File: config.mk
export PLATFORM = sky130hd
export DESIGN_NAME = regfile_sequencer
export DESIGN_NICKNAME = d
export VERILOG_FILES = /design/src/rtl/regfile_sequencer.sv
export SDC_FILE = /design/constraint.sdc
export NUM_CORES = 1
export LEC_CHECK = 0
export ABC_AREA = 1
export BUFFER_PORTS_ARGS = -buffer_cell sky130_fd_sc_hd__buf_2
export CAP_MARGIN = 10
export CORE_AREA = 2 2 41 81
export DETAILED_ROUTE_END_ITERATION = 12
export DIE_AREA = 0 0 43 83
export GPL_TIMING_DRIVEN = 0
export PLACE_DENSITY = 0.73
export RECOVER_POWER = 100
export SYNTH_ARGS = -nofsm -noshare
export SYNTH_HDL_FRONTEND = slang
export SYNTH_SLANG_ARGS = --single-unit
File: constraint.sdc
create_clock -name clk -period 2.7 [get_ports clk]
set_clock_uncertainty 0.05 [all_clocks]
set_input_delay 0.54 -clock clk [delete_from_list [all_inputs] [get_ports clk]]
set_output_delay 0.54 -clock clk [all_outputs]
set_load 0.05 [all_outputs]
File: src/rtl/regfile_sequencer.sv
// rtl/regfile_sequencer.sv - issues 8-bit reg-reg instructions against a 4x4-bit register file
// Four-state sequence per instruction: latch/address, operand capture, execute, write-back.
module regfile_sequencer (
  input  logic       clk,
  input  logic       rst,
  input  logic [7:0] instr,
  input  logic       instr_valid,
  output logic       instr_ready,
  output logic [1:0] rf_ra,
  output logic [1:0] rf_rb,
  input  logic [3:0] rf_rda,
  input  logic [3:0] rf_rdb,
  output logic [1:0] rf_wa,
  output logic [3:0] rf_wd,
  output logic       rf_we,
  output logic       done,
  output logic       flag_c,
  output logic       flag_z
);

  typedef enum logic [1:0] {IDLE, READ, EXEC, WB} state_t;

  localparam logic [1:0] OP_ADD = 2'b00;
  localparam logic [1:0] OP_SUB = 2'b01;
  localparam logic [1:0] OP_AND = 2'b10;
  localparam logic [1:0] OP_LDI = 2'b11;

  state_t     state;
  logic [7:0] ir;
  logic [3:0] opa;
  logic [3:0] opb;
  logic       we_q;
  logic [4:0] result;

  // Zero-extended 5-bit arithmetic: bit 4 is carry for ADD and borrow for SUB.
  always_comb begin
    result = 5'b0;
    case (ir[7:6])
      OP_ADD:  result = {1'b0, opa} + {1'b0, opb};
      OP_SUB:  result = {1'b0, opa} - {1'b0, opb};
      OP_AND:  result = {1'b0, opa & opb};
      OP_LDI:  result = {1'b0, ir[3:0]};
      default: result = 5'b0;
    endcase
  end

  always_ff @(posedge clk) begin
    if (rst) begin
      state  <= IDLE;
      ir     <= 8'h00;
      opa    <= 4'h0;
      opb    <= 4'h0;
      rf_ra  <= 2'b00;
      rf_rb  <= 2'b00;
      rf_wa  <= 2'b00;
      rf_wd  <= 4'h0;
      we_q   <= 1'b0;
      flag_c <= 1'b0;
      flag_z <= 1'b0;
    end else begin
      case (state)
        IDLE: begin
          we_q <= 1'b0;
          if (instr_valid) begin
            ir    <= instr;
            rf_ra <= instr[3:2];
            rf_rb <= instr[1:0];
            state <= READ;
          end
        end
        READ: begin
          opa   <= rf_rda;
          opb   <= rf_rdb;
          state <= EXEC;
        end
        EXEC: begin
          rf_wd  <= result[3:0];
          rf_wa  <= ir[5:4];
          flag_z <= (result[3:0] == 4'h0);
          if (ir[7:6] == OP_ADD || ir[7:6] == OP_SUB)
            flag_c <= result[4];
          we_q   <= 1'b1;
          state  <= WB;
        end
        WB: begin
          we_q  <= 1'b0;
          state <= IDLE;
        end
        default: state <= IDLE;
      endcase
    end
  end

  // Gating with rst lets a reset asserted during WB kill the write in that same cycle.
  assign rf_we       = we_q & ~rst;
  assign done        = we_q & ~rst;
  assign instr_ready = (state == IDLE) & ~rst;

endmodule

# --- Word-level counts from Yosys, hierarchy flattened ---
# Index checks and enable logic that the tools add are counted.
totals:
  register_bits: 31
  inputBits: 19
  output_inout_bits: 15
classes:
  add_sub_neg: 2
  n_eq_ne: 7
  mux: 4
  n_bitwise: 4
  reduce_logical: 8
op_table:
  columns: ["operator", "count"]
  rows:
  - ["5-bit one-hot mux with 4 select lines", 1]
  - ["2-bit equality test, second input constant", 4]
  - ["2-bit one-hot mux with 4 select lines", 1]
  - ["4-bit by 4-bit adder with 5-bit output", 1]
  - ["4-bit by 4-bit subtractor with 5-bit output", 1]
  - ["4-bit AND", 1]
  - ["2-bit by 1-bit equality test with 1-bit output, second input constant", 2]
  - ["2-bit logical NOT", 2]
  - ["4-bit logical NOT", 1]
  - ["2-bit AND reduction", 2]
  - ["1-bit AND", 2]
  - ["2-bit 2-to-1 mux", 1]
  - ["2-bit inequality test, second input constant", 1]
  - ["1-bit one-hot mux with 2 select lines", 1]
  - ["2-bit nonzero test", 1]
  - ["2-bit OR reduction", 1]
  - ["1-bit logical OR", 1]
  - ["1-bit inverter", 1]

# --- Logic depth before layout (Yosys ltp) ---
logic_depth:
  ltp_word: 3
  ltp_mapped: 15
  ltp_nobuf: 15

# --- Worst setup path before layout ---
# Ideal clock, no wire load.
synth_path:
  kind: "input -> output"
  from: "input port rst"
  to: "output port rf_we"
  arrival_ps: 1559
  t_required_ps: 2110
  slack_ps: 551
  cell_stages: 2
  n_path_buf: 1
  path_cell_list: "nor2_1 > buf_4"
synth_via:
  elab_chain_len: 2
synth_lines:
  columns: ["element", "line", "source"]
  rows:
  - ["from (decl)", "5", "input logic rst,"]
  - ["1-bit inverter", "95", "assign rf_we = we_q & ~rst;"]
  - ["1-bit AND", "95", null]
  - ["to (decl)", "15", "output logic rf_we,"]
# Every way passes these cells.

# --- Worst setup path in the final report ---
layout_path:
  from: "register opb[0]"
  to: "register flag_z"
layout_via:
  elab_chain_len: 3
layout_lines:
  columns: ["element", "line", "source"]
  rows:
  - ["from (decl)", "31", "logic [3:0] opb;"]
  - ["from (signal assigned)", "73", "opb <= rf_rdb;"]
  - ["4-bit by 4-bit subtractor with 5-bit output, or another cell as far along", "40", "OP_SUB: result = {1'b0, opa} - {1'b0, opb};"]
  - ["5-bit one-hot mux with 4 select lines *", "38", "case (ir[7:6])"]
  - ["4-bit logical NOT *", "79", "flag_z <= (result[3:0] == 4'h0);"]
  - ["to (signal assigned)", "79", null]
  - ["to (decl)", "18", "output logic flag_z"]
# Every way passes the cells marked *; elsewhere a longest branch is shown, timed or not.
# A chain may end at the register's enable or synchronous reset.

==> impl_results.md <==
* Layout cells sized above 1 at about 12%
* Gpl congestion at 0.880
* Ys async rst share at 0%
* Warnings, synthesis at 0
* Number of diodes at 0
* Cts hold-fix bufs at 0
* Post-layout util at 55.9%
* Final hold vios at 0
* CP arrival at 2420 ps
* HP Start: we_q
* Non-Filler Instances at 269
* Synthesized flop and latch total at 27
* FILL cells at 319
* CORE AREA at 0.00294 mm²
* Outcome: finished clean
* Top_reg_cell synth: dfxtp_1
* Die H at 83 µm
* Netlist Area Pre-Place at 0.00142 mm²
* Netlist cell types at 21
* Max-slew violations at 0
* Total Neg Setup Slack at 0 ps
* Final critical-path share of the clock period at 83.4%
* GRT Total Usage at 19.2%
* Synth top area cells: dfxtp_1 (38%), nor2_1 (12%), ha_1 (8.8%), o21ai_0 (8.8%), inv_1 (7.9%)
* Grt ovf at 0
* Final net count at 270
* Drt initial violations at 26
* Syn Nets at ~230
* Vias at 1322
* Initial antenna violation count at 0
* Worst-margin pin slew at 601 ps
* IO buf count at 33
* Worst Setup Start Kind: flip-flop
* Crit Path Max Fanout at 3
* Mapped Cells at 202
* Final setup violation count at 0
* Top-count cell post-synth: nor2_1
* Final ANT Viol Nets at 0
* Relative slew slack at between 60% and 70%
* Routed len/inst at 11.6 µm
* Maxcap violations at 0
* Dpl cells at 265
* Worst setup EP type: flip-flop
* Worst vdd ir at between 0.5 and 0.6 mV
* Crit path time final at ~2300 ps
* Rows at 28
* WL final at 3.12 mm
* Post-synth EDFFs at 0
* First-pass GRT wire length at 5.32 mm
* Drc violations at 0
* Postcts setup bufs at 0
* Hold WC Path Type: reg -> reg
* Initial Util at 48.2%
* Sequential fraction of the synthesis area at 38.1%
* Post-synth top cells: nor2_1 (44), inv_1 (30), dfxtp_1 (27)
* Reg-to-reg startpoint: opb[0]
* Setup crit start: opb[0]
* Clk Latency, worst-skew pair at 280 ps
* Drt pass-1 iters at 4
* Width of the die at ~43 µm
* Final hold slack at 414 ps
* Cell Pwr Density at 1310 mW/mm²
* TritonCTS clock tree: yes
* RSZ-0062 raised after global routing: no
* Clk root buf: clkbuf_8
* I/O Pins at 34
* Die area at 0.00357 mm²
* Vias in the first global route at 1290
* Post-CTS resize count at 0
* Syn Area/Cell at between 7 and 8 µm²
* Fin worst setup slack at 448 ps
* Syn-to-layout area delta at 15.9%
* Static Leak at 0.000807 µW
* Largest net degree at the start of global routing at 16
* Highest clock rate at around 440 MHz
* Dpl ws at between 400 and 500 ps
* Vias/cell at 4.91
* FF-to-FF setup slack at 450 ps
* Setup CP Type: reg -> reg
* DP HPWL at 2.53 mm
* Required time worst endpoint at 2870 ps
* Num CTS Buffers at 3
* CTS Sinks at 27
* Clock slew at reported path FFs at 90 ps
* Post-synth top area share at 38.1%
* CTS Buffer Depth at 2
* Yosys top cell by area: dfxtp_1
* CTS H-tree depth at 1
worst max-delay path: stages, from the launching register on:
cell     delay, ps
dfxtp_1        380
inv_1           80
ha_1           290
nand2_1         60
o21ai_0        130
fa_1           540
inv_1           40
nand2_1         50
nand3_1         60
nor2_1         150
nand3_1        110
nor2_1         120
nor2_1          50
nor2_1          70
placed cells by master (no fill, tap or decap), types with 3 or more instances in the layout:
cell,count
o21ai_0,25
ha_1,10
a21oi_1,14
buf_2,17
buf_4,5
clkbuf_1,21
nand3_1,8
inv_1,30
nor2_1,44
nand2_1,22
clkbuf_8,3
dfxtp_1,27
state kept, by name, summed over array words and instances (netlist names), 2 cells and up:
signal  cells
ir          6
opa         4
opb         4
rf_wd       4
rf_wa       2
state       2
layer usage:
metal,part of all wire [%],vias up,track usage (%),routed length (µm)
met2,55,26,34.7,1730
met1,38,582,21.0,1170
met3,3.7,9,2.39,114
li1,-,705,-,-
met5,0,-,0,0
met4,3.5,0,9.37,108
report_power, final:
group          internal, µW  total (µW)  switching (µW)
clock                   104         233             129
sequential              540         628            87.6
combinational           422        1290             870
logic make-up (layout without fill, tap and decap cells):
family                     count (synthesis)  after routing  synth area share [%]
xor gates and xnor gates                   2              2                  1.23
and+or+nand+nor                           78             78                  22.2
adders and majority gates                 11             11                  10.2
buffers and inverters                     41             78                  12.4
AOI/OAI and AO/OA                         43             43                  15.8
DFF                                       27             27                  38.1
cell type report:
class	instances	area [µm²]	share of cell area, %
Clock inverter	1	5.00	0.304
Buffer	10	56.3	3.42
Timing Repair Buffer	33	145	8.83
Inverter	31	116	7.08
Clock buffer	3	41.3	2.51
Tap cell	30	37.5	2.28
Multi-Input combinational cell	134	702	42.7
Sequential cell	27	541	32.9
per-stage QoR:
stage / power (µW) / area (µm²)
after floorplan: 1680 / 1420
after global placement: 1940 / 1620
after detailed placement: 1960 / 1620
after CTS: 2200 / 1670
after global routing: 2370 / 1640
final: 2150 / 1640
path summary, 6_finish.rpt:
check,to,depth (start not counted)
min,we_q,2
max reg2reg,flag_z,13
max,flag_z,13
min reg2reg,we_q,2
Note: power is estimated with default switching activity, not from simulation.
